--- src/rtl/ehl_pkg.sv ---
// Shared definitions for the EHL deserializer: hold-register state encoding
// and the width helper used to size the bit counter.
package ehl_pkg;

  typedef enum logic {
    HOLD_EMPTY = 1'b0,
    HOLD_FULL  = 1'b1
  } hold_state_e;

  // Bits needed to encode values 0..n-1; never less than 1.
  function automatic int unsigned clog2(input int unsigned n);
    int unsigned r;
    r = 1;
    while ((64'd1 << r) < 64'(n)) r++;
    return r;
  endfunction

endpackage

--- src/rtl/ehl_deserializer_hold.sv ---
// Output holding register with valid/ready handshake; a load may coincide
// with the consumer taking the current word.
module ehl_deserializer_hold
  import ehl_pkg::*;
#(
  parameter int unsigned W = 8
) (
  input  logic         clk,
  input  logic         reset,
  input  logic         load,
  input  logic [W-1:0] din,
  input  logic         dout_ready,
  output logic [W-1:0] dout,
  output logic         dout_valid
);

  hold_state_e state_q, state_d;

  always_ff @(posedge clk) begin
    if (reset) state_q <= HOLD_EMPTY;
    else       state_q <= state_d;
  end

  always_comb begin
    state_d = state_q;
    case (state_q)
      HOLD_EMPTY: if (load) state_d = HOLD_FULL;
      HOLD_FULL: begin
        if (load)            state_d = HOLD_FULL;
        else if (dout_ready) state_d = HOLD_EMPTY;
      end
      default: state_d = HOLD_EMPTY;
    endcase
  end

  // Upstream never loads while full and unread, so the word is never overwritten.
  always_ff @(posedge clk) begin
    if (reset)     dout <= '0;
    else if (load) dout <= din;
  end

  assign dout_valid = (state_q == HOLD_FULL);

endmodule

--- src/rtl/ehl_deserializer.sv ---
// Serial-to-parallel deserializer: first bit lands in dout[WIDTH-1].
// Optional trailing even-parity bit per word enabled by EHL_DESERIALIZER_PARITY_EN.
module ehl_deserializer
  import ehl_pkg::*;
#(
  parameter int unsigned WIDTH = 8
) (
  input  logic             clk,
  input  logic             reset,
  input  logic             flush,
  input  logic             sin,
  input  logic             sin_valid,
  output logic             sin_ready,
  output logic [WIDTH-1:0] dout,
  output logic             dout_valid,
  input  logic             dout_ready,
  output logic             parity_err
);

`ifdef EHL_DESERIALIZER_PARITY_EN
  localparam int unsigned LAST_IDX = WIDTH;
  localparam int unsigned SH_W     = WIDTH;
  localparam int unsigned HOLD_W   = WIDTH + 1;
`else
  localparam int unsigned LAST_IDX = WIDTH - 1;
  localparam int unsigned SH_W     = WIDTH - 1;
  localparam int unsigned HOLD_W   = WIDTH;
`endif
  localparam int unsigned CNT_W = clog2(LAST_IDX + 1);

  logic [CNT_W-1:0]  cnt_q;
  logic [SH_W-1:0]   shreg_q;
  logic [HOLD_W-1:0] word;
  logic [HOLD_W-1:0] hold_dout;
  logic              at_last;
  logic              accept;
  logic              complete;

  assign at_last   = (cnt_q == CNT_W'(LAST_IDX));
  assign sin_ready = !(at_last && dout_valid && !dout_ready);
  assign accept    = sin_valid && sin_ready && !flush;
  assign complete  = accept && at_last;

`ifdef EHL_DESERIALIZER_PARITY_EN
  logic par_q;

  // Running XOR of data bits; the parity bit itself closes the word.
  always_ff @(posedge clk) begin
    if (reset || flush)        par_q <= 1'b0;
    else if (complete)         par_q <= 1'b0;
    else if (accept)           par_q <= par_q ^ sin;
  end

  assign word       = {par_q ^ sin, shreg_q};
  assign dout       = hold_dout[WIDTH-1:0];
  assign parity_err = hold_dout[WIDTH];
`else
  // Last data bit goes straight into the word without passing the shifter.
  assign word       = {shreg_q, sin};
  assign dout       = hold_dout;
  assign parity_err = 1'b0;
`endif

  always_ff @(posedge clk) begin
    if (reset || flush) begin
      cnt_q   <= '0;
      shreg_q <= '0;
    end else if (complete) begin
      cnt_q   <= '0;
      shreg_q <= '0;
    end else if (accept) begin
      cnt_q   <= cnt_q + CNT_W'(1);
      shreg_q <= SH_W'({shreg_q, sin});
    end
  end

  ehl_deserializer_hold #(
    .W (HOLD_W)
  ) u_hold (
    .clk        (clk),
    .reset      (reset),
    .load       (complete),
    .din        (word),
    .dout_ready (dout_ready),
    .dout       (hold_dout),
    .dout_valid (dout_valid)
  );

endmodule

--- config.mk ---
export PLATFORM = sky130hd
export DESIGN_NAME = ehl_deserializer
export DESIGN_NICKNAME = d
export VERILOG_FILES = /design/src/rtl/ehl_pkg.sv /design/src/rtl/ehl_deserializer_hold.sv /design/src/rtl/ehl_deserializer.sv
export SDC_FILE = /design/constraint.sdc
export NUM_CORES = 1
export LEC_CHECK = 0
export CORE_MARGIN = 3
export CORE_UTILIZATION = 30
export CTS_BUF_LIST = sky130_fd_sc_hd__clkbuf_4
export DETAILED_ROUTE_END_ITERATION = 10
export HOLD_SLACK_MARGIN = 0.15
export MAX_ROUTING_LAYER = met4
export SYNTH_ARGS = -nofsm -noshare
export SYNTH_HDL_FRONTEND = slang
export SYNTH_SLANG_ARGS = --single-unit
--- constraint.sdc ---
create_clock -name clk -period 2.1 [get_ports clk]
set_input_delay 0.525 -clock clk [delete_from_list [all_inputs] [get_ports clk]]
set_output_delay 0.525 -clock clk [all_outputs]
set_load 0.02 [all_outputs]
==> Word level (Yosys, flattened, before mapping) <==
Cells that the tools add are included.
{ "op_classes": {"add_sub_neg": 1, "eq_ne": 1, "mux": 4, "n_bitwise": 1, "n_reduce_logical": 10} }
{ "ops": {"columns": ["cell", "count"], "rows": [
  ["logical AND 1 bit", 5],
  ["adder 3 x 1 -> 3 bit (second input constant)", 1],
  ["== test 3 bit (second input constant)", 1],
  ["logical NOT 1 bit", 3],
  ["two-way mux 1 bit", 3],
  ["case mux 1 bit (2 select lines)", 1],
  ["OR reduction 2 bit", 1],
  ["logical OR 1 bit", 1],
  ["inverter 1 bit", 1]
]} }
{ "totals": {"register_bits": 19, "wordCells": 21} }

==> Depth between registers and ports, before layout <==
Gate-level depths: netlist of the first run.
{ "logic_depth": {"word_depth": 9, "ltp_mapped": 7, "mapped_depth_nobuf": 6} }

==> Modules after synthesis <==
Synthesis of the first run repeated with hierarchy kept, for this count alone.
{ "hier_totals": {"cells_unflattened": 85, "hier_area_um2": 827.0} }
{ "modules_own_cells": {"columns": ["module", "instances", "cells_each", "area_per_inst_um2"], "rows": [
  ["ehl_deserializer", 1, 55, 505.5],
  ["ehl_deserializer_hold", 1, 30, 321.6]
]} }

==> Worst setup path after synthesis of the first run <==
OpenSTA, ideal clock, no wires.
{ "synth_path": {"path_kind": "flip-flop to output port", "from": "reg cnt_q[0]", "to": "out sin_ready", "arrival_ns": 1.175, "t_required_ns": 1.575, "setup_slack_ns": 0.400, "path_stages_with_launch": 6, "path_cell_list": "dfxtp_1 > ha_1 > ha_1 > and3b_1 > buf_6 > inv_1"} }
{ "synth_via": {"elab_chain_cells": 4} }
{ "synth_rtl": {"columns": ["item", "line", "rtl"], "rows": [
  ["start, declared", "ehl_deserializer.sv:31", "logic [CNT_W-1:0] cnt_q;"],
  ["start signal, assigned", "ehl_deserializer.sv:72", "cnt_q <= cnt_q + CNT_W'(1);"],
  ["== test 3 bit", "ehl_deserializer.sv:39", "assign at_last = (cnt_q == CNT_W'(LAST_IDX));"],
  ["logical AND 1 bit (2 in series)", "ehl_deserializer.sv:40", "assign sin_ready = !(at_last && dout_valid && !dout_ready);"],
  ["logical NOT 1 bit", "ehl_deserializer.sv:40", null],
  ["end, declared", "ehl_deserializer.sv:13", "output logic sin_ready,"]
]} }
Every way passes these cells.

==> Final worst setup path of the first run <==
Same ends and word-level chain as after synthesis.

==> flow_summary_export.csv, run 1 <==
group,metric,value,unit
sta,setup-tns-final,0,ns
worst_setup_path,r2r-start,"cnt_q[0]$_SDFFE_PP0P_",
cts,clockRootBuffer,"clkbuf_4",
floorplan,die_area,3553,um2
synthesis,ys_seq_elements,19,
hold_path,hold_path.class,"reg2reg",
synthesis,async_flop_share,0,%
run,max_cap_violations,0,
worst_setup_path,crit_path_cell_trace,"ha_1, ha_1, and3b_1, inv_1, buf_2",
detailed_routing,wl_per_cell,11.37,um
synthesis,synth_enable_flop_cells,0,
sta,period_share,92.24,%
synthesis,syn_area,862.1,um2
detailed_routing,routed_wl,1592,um
floorplan,io_pins,17,
hold_path,hold_start,"u_hold.dout[3]$_SDFFE_PP0P_",
power_and_ir_drop,p_int,468.9,uW
synthesis,synth_nets,98,
worst_setup_path,arrival,1.41,ns
layout,fin_nets,119,
sta,hold_viol_final,0,
worst_setup_path,start_kind,"flop",
layout,area_growth,25.83,%
outcome,status,"finished clean",
grt,grt_use_total,10.35,%
grt,antenna_found_initial,0,
synthesis,synth-seq-area-share,44.12,%
cts,clk-insertion-delay-late,0.29,ns
cts,cts.clk_slew.worst_paths,0.11,ns
sta,timing.final.max_slew_violations,0,
synthesis,syn_area_per_cell,9.579,um2
detailed_routing,drt_iter0_markers,17,
cts,cts_buffers,3,
worst_setup_path,cp-startpoint,"cnt_q[0]$_SDFFE_PP0P_",
power_and_ir_drop,p_total,596.2,uW
synthesis,ys_types,23,
floorplan,coreArea,2613,um2
power_and_ir_drop,powerDensity,549.6,nW/um2
sta,rsz0062_at_grt,"no",
synthesis,synth-main-ff-cell,"dfxtp_1",
worst_setup_path,crit_type,"reg2out",
floorplan,die_y,59.61,um
layout,antenna_cells,0,
worst_setup_path,critPathSlowestCell,"dfxtp_1",
grt,grt_pass1_vias,660,
detailed_routing,first_pass_iters,3,
detailed_routing,routed-via-count,669,
power_and_ir_drop,pwr-share-seq,60.8,%
placed_design,gp_congestion,0.7822,
power_and_ir_drop,leakage,0.3669,nW
detailed_routing,drcViolationCount,0,
synthesis,synth_top_area_share,44.12,%
synthesis,synthTopCellsByArea,"dfxtp_1 (44%), mux2i_1 (13%), nand2b_1 (12%)",
placed_design,portBuffers,15,
power_and_ir_drop,switchingPower,127.3,uW
worst_setup_path,slowest_delay,0.34,ns
floorplan,start_util,33.00,%
grt,overflow,0,
floorplan,rows,18,
cts,cts_setup_buffers,0,
cts,tritoncts,"built",
power_and_ir_drop,p_clk_share,32.6,%
sta,min_period,1.937,ns
cts,htreeDepth,1,
power_and_ir_drop,vdd_ir_drop_max,0.0003169,V
sta,clock.fmax,516.3,MHz
synthesis,synth.largest_area_cell,"dfxtp_1",
worst_setup_path,crit_fanout,3,
synthesis,syn_inst,90,
worst_setup_path,crit_required,1.57,ns
worst_setup_path,path_common_cell,"ha_1",
grt,grt_max_degree,18,
detailed_routing,via_per_inst,4.779,
power_and_ir_drop,combPwrFrac,6.7,%
placed_design,dpl.hpwl,1195,um
grt,grt_pass1_wl,2725,um
cts,clock_sinks,19,
synthesis,yosysMostFrequentCell,"dfxtp_1",
worst_setup_path,end_kind,"primary output",
layout,drive_gt1_share,12.73,%
synthesis,ys_top_cells_by_count,"dfxtp_1 (19), nand2b_1 (17), mux2i_1 (11), o21ai_0 (7)",
floorplan,dieWidth,59.61,um
power_and_ir_drop,switching_share,21.36,%
synthesis,yosysWarnings,0,
detailed_routing,detail-route-antenna-nets,0,
sta,fin_skew,0.002259,ns
cts,cts_buffer_depth,2,
sta,finalSetupViolCount,0,
==> path summary, 6_finish.rpt <==
| path | to | slack (ns) | cells after the start |
|---|---|---|---|
| setup / recovery | sin_ready | 0.16 | 5 |
| hold / removal | u_hold.dout[3]$_SDFFE_PP0P_ | 0.48 | 2 |
| setup reg to reg | shreg_q[4]$_SDFFE_PP0P_ | 0.46 | 6 |
| hold reg to reg | u_hold.dout[3]$_SDFFE_PP0P_ | 0.48 | 2 |
==> through the flow <==
step	utilization [%]	std cells	setup WS [ns]	instance area, um2	hold slack (ns)
floorplan	-	90	0.4005	862.1	0.4479
global route	41.52	140	0.05144	1085	0.5055
finish	41.52	140	0.1630	1085	0.4804
CTS	41.76	140	0.04005	1091	0.4847
detailed placement	40.57	136	-0.2768	1060	0.4619
global placement	40.57	136	-0.2746	1060	0.4588
==> area by class of cell <==
cell class	count	area, um2
inverter	1	3.754
multi-input combinational	65	442.9
timing repair buffer	21	190.2
tap	30	37.54
fill	269	1528
clock buffer	4	30.03
sequential	19	380.4
==> layout by cell type (no fill, tap or decap), types with 2 or more instances in the layout <==
cell type,instances
a21oi_1,6
clkbuf_4,4
nand3_1,6
nor2b_1,2
o211ai_1,4
nand2b_1,17
ha_1,2
nor2_1,2
mux2i_1,11
o21ai_0,7
clkdlybuf4s50_1,14
buf_4,6
dfxtp_1,19
==> repair_timing <==
item	4_1_cts	5_1_grt
gates resized for setup	3	1
hold buffers	0	0
endpoints found under the setup margin	1	1
cloned	0	0
==> critical path, delay by kind of cell (launching register included) <==
family	cells	cell delay (ns)
adders and majority gates	2	0.39
buffers and inverters	2	0.22
DFF	1	0.34
and+or+nand+nor	1	0.17
==> cell families (layout without fill, tap and decap cells) <==
group | count (synthesis) | count (layout) | synth area share (%)
buf+inv | 6 | 26 | 4.497
simple gates | 31 | 31 | 21.48
compound gates | 20 | 20 | 13.79
other cells | 1 | 1 | 0.4350
mux | 11 | 11 | 12.77
flops | 19 | 19 | 44.12
fa+ha+maj | 2 | 2 | 2.902
==> routing by layer <==
layer | share of wire, % | up-vias | GRT usage [%]
li1 | - | 349 | -
met1 | 45 | 309 | 11.87
met2 | 50 | 9 | 17.78
met3 | 4.4 | 2 | 1.961
met4 | 0.75 | 0 | 3.797
met5 | 0 | - | -
==> power by group through the flow <==
stage | clock network (mW) | registers, mW | logic, mW
2_1_floorplan | 0 | 0.370 | 0.0224
3_3_place_gp | 0 | 0.370 | 0.0389
3_5_place_dp | 0 | 0.370 | 0.0400
4_1_cts | 0.206 | 0.362 | 0.0400
5_1_grt | 0.223 | 0.363 | 0.0435
6_report | 0.194 | 0.362 | 0.0397
==> flip-flops by register name, summed over array words and instances, names as in the netlist <==
register	count
cnt_q	3
shreg_q	7
u_hold.dout	8
u_hold.dout_valid	1
(Power assumes the default switching activity.)
==> inputs of run 2 (changes only) <==
Settings changed: CORE_UTILIZATION 30 to 52, MAX_ROUTING_LAYER met4 to not set, PLACE_DENSITY set to 0.8.
==> run 2 against run 1 <==
Compared with the run above:
- clock power fell by 2%
- sequential power is essentially flat
- register-to-register slack better by 0.03 ns
- total power is 0.66% lower
- setup slack lost 0.0080 ns
- sequential share of layout area increased by 0.58 points
- combinational power up 2%
- flip-flop and latch count stayed put
- global-route usage grew 8.0 points
- final cell count decreased by 10%
- highest routed layer unchanged
==> flow_summary_export.csv, run 2 (synthesized netlist as in run 1, its figures left out) <==
group,metric,value,unit
sta,fin_skew,0.003115,ns
worst_setup_path,end_kind,"primary output",
placed_design,portBuffers,15,
cts,clk-insertion-delay-late,0.29,ns
detailed_routing,drt_iter0_markers,18,
worst_setup_path,r2r_end,"cnt_q[0]$_SDFFE_PP0P_",
worst_setup_path,start_kind,"input pin",
worst_setup_path,worstRegToRegCells,6,
floorplan,rows,14,
sta,finalSetupViolCount,0,
floorplan,coreArea,1541,um2
cts,htreeDepth,1,
placed_design,gp_congestion,0.7457,
worst_setup_path,arrival,1.42,ns
worst_setup_path,crit_type,"in2out",
power_and_ir_drop,leakage,0.3683,nW
power_and_ir_drop,powerDensity,555.0,nW/um2
sta,timing.final.max_slew_violations,0,
floorplan,dieWidth,46.72,um
floorplan,die_y,46.72,um
layout,final_cell_mix,"dfxtp_1 (19), nand2b_1 (17), clkdlybuf4s50_1 (14)",
detailed_routing,detail-route-antenna-nets,0,
worst_setup_path,r2r-start,"cnt_q[0]$_SDFFE_PP0P_",
layout,area_growth,23.80,%
sta,hold_viol_final,0,
placed_design,dpl.hpwl,1194,um
grt,grt_pass1_vias,644,
floorplan,die_area,2182,um2
grt,grt_max_degree,18,
outcome,status,"finished clean",
hold_path,min_to,"u_hold.dout[2]$_SDFFE_PP0P_",
cts,clockRootBuffer,"clkbuf_4",
layout,final_common_cell,"dfxtp_1",
layout,drive_gt1_share,12.73,%
layout,antenna_cells,0,
grt,grt_use_total,18.36,%
floorplan,start_util,55.93,%
cts,cts_buffers,3,
hold_path,worstHoldPathCells,2,
layout,fin_nets,119,
placed_design,place_area,1042,um2
power_and_ir_drop,p_total,592.3,uW
layout,regMostFlops,"u_hold.dout",
detailed_routing,routed_wl,1679,um
detailed_routing,routed-via-count,717,
detailed_routing,drcViolationCount,0,
worst_setup_path,crit_required,1.57,ns
cts,cts_buffer_depth,2,
cts,cts.clk_slew.worst_paths,0.10,ns
layout,largest_reg_flops,8,
cts,tritoncts,"built",
grt,grt_pass1_wl,2842,um
worst_setup_path,crit_fanout,2,
sta,period_share,92.62,%
layout,reg_top3,"u_hold.dout: 8 flops, shreg_q: 7 flops, cnt_q: 3 flops",
sta,clock.fmax,514.1,MHz
layout,finalInstanceArea,1067,um2
grt,overflow,0,
grt,antenna_found_initial,0,
detailed_routing,via_per_inst,5.690,
detailed_routing,first_pass_iters,5,
power_and_ir_drop,vdd_ir_drop_max,0.0004108,V
hold_path,hold_start,"u_hold.dout[2]$_SDFFE_PP0P_",
layout,n_fill_cell,133,
detailed_routing,wl_per_cell,13.33,um
cts,cts_hold_buf,0,
hold_path,hold_path.class,"reg2reg",
run,max_cap_violations,0,
worst_setup_path,rrSetupSlack,0.49,ns
cts,clock_sinks,19,
sta,min_period,1.945,ns
floorplan,io_pins,17,
sta,rsz0062_at_grt,"no",
-- run 2: power breakdown --
group | internal, mW | switching [mW] | leakage (nW) | total (mW)
clock | 0.0867 | 0.103 | 0.0184 | 0.190
sequential | 0.361 | 0.000920 | 0.153 | 0.362
combinational | 0.0209 | 0.0196 | 0.197 | 0.0405
total | 0.469 | 0.123 | 0.368 | 0.592
-- run 2: worst max path at each step --
stage | start | end | slack, ns | cells after the start
2_1_floorplan | cnt_q[0]$_SDFFE_PP0P_ | sin_ready | 0.40 | 5
3_3_place_gp | dout_ready | sin_ready | -0.27 | 4
3_5_place_dp | dout_ready | sin_ready | -0.28 | 4
4_1_cts | dout_ready | sin_ready | 0.009 | 4
5_1_grt | dout_ready | sin_ready | 0.06 | 4
6_report | dout_ready | sin_ready | 0.16 | 4
-- run 2: metrics by stage --
step / utilization (%) / TNS [ns] / worst slack (ns) / instances / hold slack [ns]
5_1_grt: 69.24 / 0 / 0.05922 / 126 / 0.4957
3_5_place_dp: 67.61 / -0.2844 / -0.2844 / 122 / 0.4631
3_3_place_gp: 67.61 / -0.2727 / -0.2727 / 122 / 0.4580
6_report: 69.24 / 0 / 0.1550 / 126 / 0.4748
4_1_cts: 69.56 / 0 / 0.008894 / 126 / 0.4797
2_1_floorplan: - / 0 / 0.4005 / 90 / 0.4479
-- run 2: repair_timing --
action | in CTS | in global routing
buffers inserted | 0 | 0
setup endpoints to repair | 1 | 1
resized for setup | 2 | 1
-- run 2: critical path: stages --
cell and delay, ns:
clkdlybuf4s50_1 0.47, and3b_1 0.19, inv_1 0.07, clkbuf_2 0.16
-- run 2: layout make-up --
cell class	count	area (um2)	area share, %
Inverter	1	3.754	0.3517
Timing Repair Buffer	21	190.2	17.82
Sequential cell	19	380.4	35.64
Clock buffer	4	30.03	2.814
Tap cell	16	20.02	1.876
Multi-Input combinational cell	65	442.9	41.50
-- run 2: layer usage --
metal / share of wire (%) / track usage [%] / up-vias
li1: - / - / 351
met1: 44 / 23.36 / 331
met2: 48 / 30.49 / 30
met3: 5.7 / 3.906 / 5
met4: 1.5 / 6.630 / 0
met5: 0 / 0 / -
==> inputs of run 3 (changes only) <==
Settings changed: CORE_MARGIN 3 to 1.
==> run 3 against run 2 <==
Compared with the run above:
- critical path depth rose by 1
- wire length fell by 2.3%
- global-route usage rose by 2.1 points
- critical path type is now reg2out
- largest cell class unchanged
- largest power group unchanged
==> flow_summary_export.csv, run 3 (synthesized netlist as in run 1, its figures left out) <==
group,metric,value,unit
placed_design,gp_congestion,0.7921,
detailed_routing,routed-via-count,684,
sta,fin_skew,0.006558,ns
sta,finalSetupViolCount,0,
cts,clockRootBuffer,"clkbuf_4",
floorplan,dieWidth,42.72,um
cts,cts_buffers,3,
floorplan,coreArea,1524,um2
detailed_routing,first_pass_iters,4,
run,max_cap_violations,0,
worst_setup_path,r2r_end,"shreg_q[4]$_SDFFE_PP0P_",
detailed_routing,drcViolationCount,0,
power_and_ir_drop,vdd_ir_drop_max,0.0004648,V
floorplan,die_area,1825,um2
layout,largest_reg_flops,8,
worst_setup_path,rrSetupSlack,0.41,ns
grt,met2_usage,34.55,%
grt,antenna_found_initial,0,
grt,grt_busiest_layer,"met2",
hold_path,hold_path.class,"reg2reg",
sta,min_period,1.958,ns
layout,final_cells,126,
power_and_ir_drop,p_int,469.3,uW
power_and_ir_drop,p_clk_share,33.2,%
cts,tritoncts,"built",
detailed_routing,detail-route-antenna-nets,0,
power_and_ir_drop,powerDensity,563.9,nW/um2
worst_setup_path,crit_fanout,3,
grt,grt_pass1_wl,2739,um
detailed_routing,via_per_inst,5.429,
grt,grt_max_degree,18,
sta,clock.fmax,510.8,MHz
cts,cts_buffer_depth,2,
layout,finalInstanceArea,1067,um2
cts,clock_sinks,19,
sta,setup-tns-final,0,ns
grt,overflow,0,
cts,cts.clk_slew.worst_paths,0.11,ns
worst_setup_path,worstRegToRegCells,6,
power_and_ir_drop,switchingPower,132.6,uW
sta,hold_viol_final,0,
sta,rsz0062_at_grt,"no",
placed_design,place_area,1042,um2
layout,final_common_cell,"dfxtp_1",
layout,antenna_cells,0,
worst_setup_path,cp-startpoint,"cnt_q[0]$_SDFFE_PP0P_",
placed_design,portBuffers,15,
worst_setup_path,start_kind,"flop",
layout,area_growth,23.80,%
floorplan,die_y,42.72,um
sta,period_share,93.22,%
power_and_ir_drop,leakage,0.3669,nW
layout,reg_top3,"u_hold.dout: 8 flops, shreg_q: 7 flops, cnt_q: 3 flops",
power_and_ir_drop,combPwrFrac,6.6,%
floorplan,rows,14,
grt,grt_use_total,20.44,%
detailed_routing,drt_iter0_markers,4,
floorplan,io_pins,17,
sta,timing.final.max_slew_violations,0,
worst_setup_path,crit_end,"sin_ready",
power_and_ir_drop,pwr-share-seq,60.2,%
cts,htreeDepth,1,
power_and_ir_drop,switching_share,22.03,%
worst_setup_path,crit_required,1.57,ns
placed_design,dpl.hpwl,1164,um
grt,grt_pass1_vias,642,
grt,met1_usage,23.24,%
cts,clk-insertion-delay-late,0.30,ns
worst_setup_path,end_kind,"primary output",
layout,regMostFlops,"u_hold.dout",
layout,final_cell_mix,"dfxtp_1 (19), nand2b_1 (17), clkdlybuf4s50_1 (14)",
detailed_routing,routed_wl,1640,um
floorplan,start_util,56.57,%
placed_design,placed_cells,122,
detailed_routing,wl_per_cell,13.02,um
layout,fin_nets,119,
worst_setup_path,r2r-start,"cnt_q[0]$_SDFFE_PP0P_",
worst_setup_path,arrival,1.43,ns
outcome,status,"finished clean",
worst_setup_path,crit_type,"reg2out",
layout,drive_gt1_share,12.73,%
grt,grt_use_met3,3.830,%
run 3: cell count changes in the layout (fill, tap and decap cells not counted):
cell      delta
buf_2        +1
clkbuf_2     -1
run 3: area by class of cell:
cell class / count / area (um2)
Sequential cell: 19 / 380.4
Multi-Input combinational cell: 65 / 442.9
Inverter: 1 / 3.754
Tap cell: 16 / 20.02
Timing Repair Buffer: 21 / 190.2
Clock buffer: 4 / 30.03
Fill cell: 132 / 456.7
run 3: what timing repair did:
item / 4_1_cts / 5_1_grt
hold buffers: 0 / 0
buffers inserted: 0 / 0
gates resized for setup: 3 / 1
endpoints found under the hold margin: 0 / 0
endpoints found under the setup margin: 1 / 1
run 3: power by group through the flow:
| stage | Clock, mW | Combinational (mW) | Sequential (mW) |
|---|---|---|---|
| 2_1_floorplan | 0 | 0.0224 | 0.370 |
| 3_3_place_gp | 0 | 0.0390 | 0.370 |
| 3_5_place_dp | 0 | 0.0393 | 0.370 |
| 4_1_cts | 0.202 | 0.0396 | 0.362 |
| 5_1_grt | 0.213 | 0.0432 | 0.362 |
| 6_report | 0.200 | 0.0398 | 0.362 |
run 3: worst min-delay path by stage:
stage / from / to / slack (ns) / depth (start not counted)
floorplan: shreg_q[6]$_SDFFE_PP0P_ / u_hold.dout[7]$_SDFFE_PP0P_ / 0.45 / 2
global placement: u_hold.dout[5]$_SDFFE_PP0P_ / u_hold.dout[5]$_SDFFE_PP0P_ / 0.46 / 2
detailed placement: u_hold.dout[1]$_SDFFE_PP0P_ / u_hold.dout[1]$_SDFFE_PP0P_ / 0.47 / 2
CTS: u_hold.dout[1]$_SDFFE_PP0P_ / u_hold.dout[1]$_SDFFE_PP0P_ / 0.48 / 2
global route: u_hold.dout[5]$_SDFFE_PP0P_ / u_hold.dout[5]$_SDFFE_PP0P_ / 0.50 / 2
finish: u_hold.dout[7]$_SDFFE_PP0P_ / u_hold.dout[7]$_SDFFE_PP0P_ / 0.48 / 2
run 3: critical path, cell delays in order (launching register included):
cell     delay, ns
dfxtp_1       0.34
ha_1          0.20
ha_1          0.19
and3b_1       0.18
inv_1         0.07
buf_2         0.16
run 3: routing by layer:
metal / share of wire [%] / vias to the layer above
met1: 44 / 311
met4: 2.6 / 0
met2: 50 / 16
li1: - / 353
met5: 0 / -
met3: 3.4 / 4
run 3: stage by stage:
step	hold WS, ns	setup WS [ns]	power [mW]	utilization, %
after global placement	0.4572	-0.2729	0.4094	68.39
after floorplan	0.4479	0.4005	0.3927	-
after global routing	0.4986	0.09651	0.6192	70.03
after detailed placement	0.4656	-0.2816	0.4097	68.39
after CTS	0.4827	0.03020	0.6042	70.44
final	0.4795	0.1425	0.6019	70.03
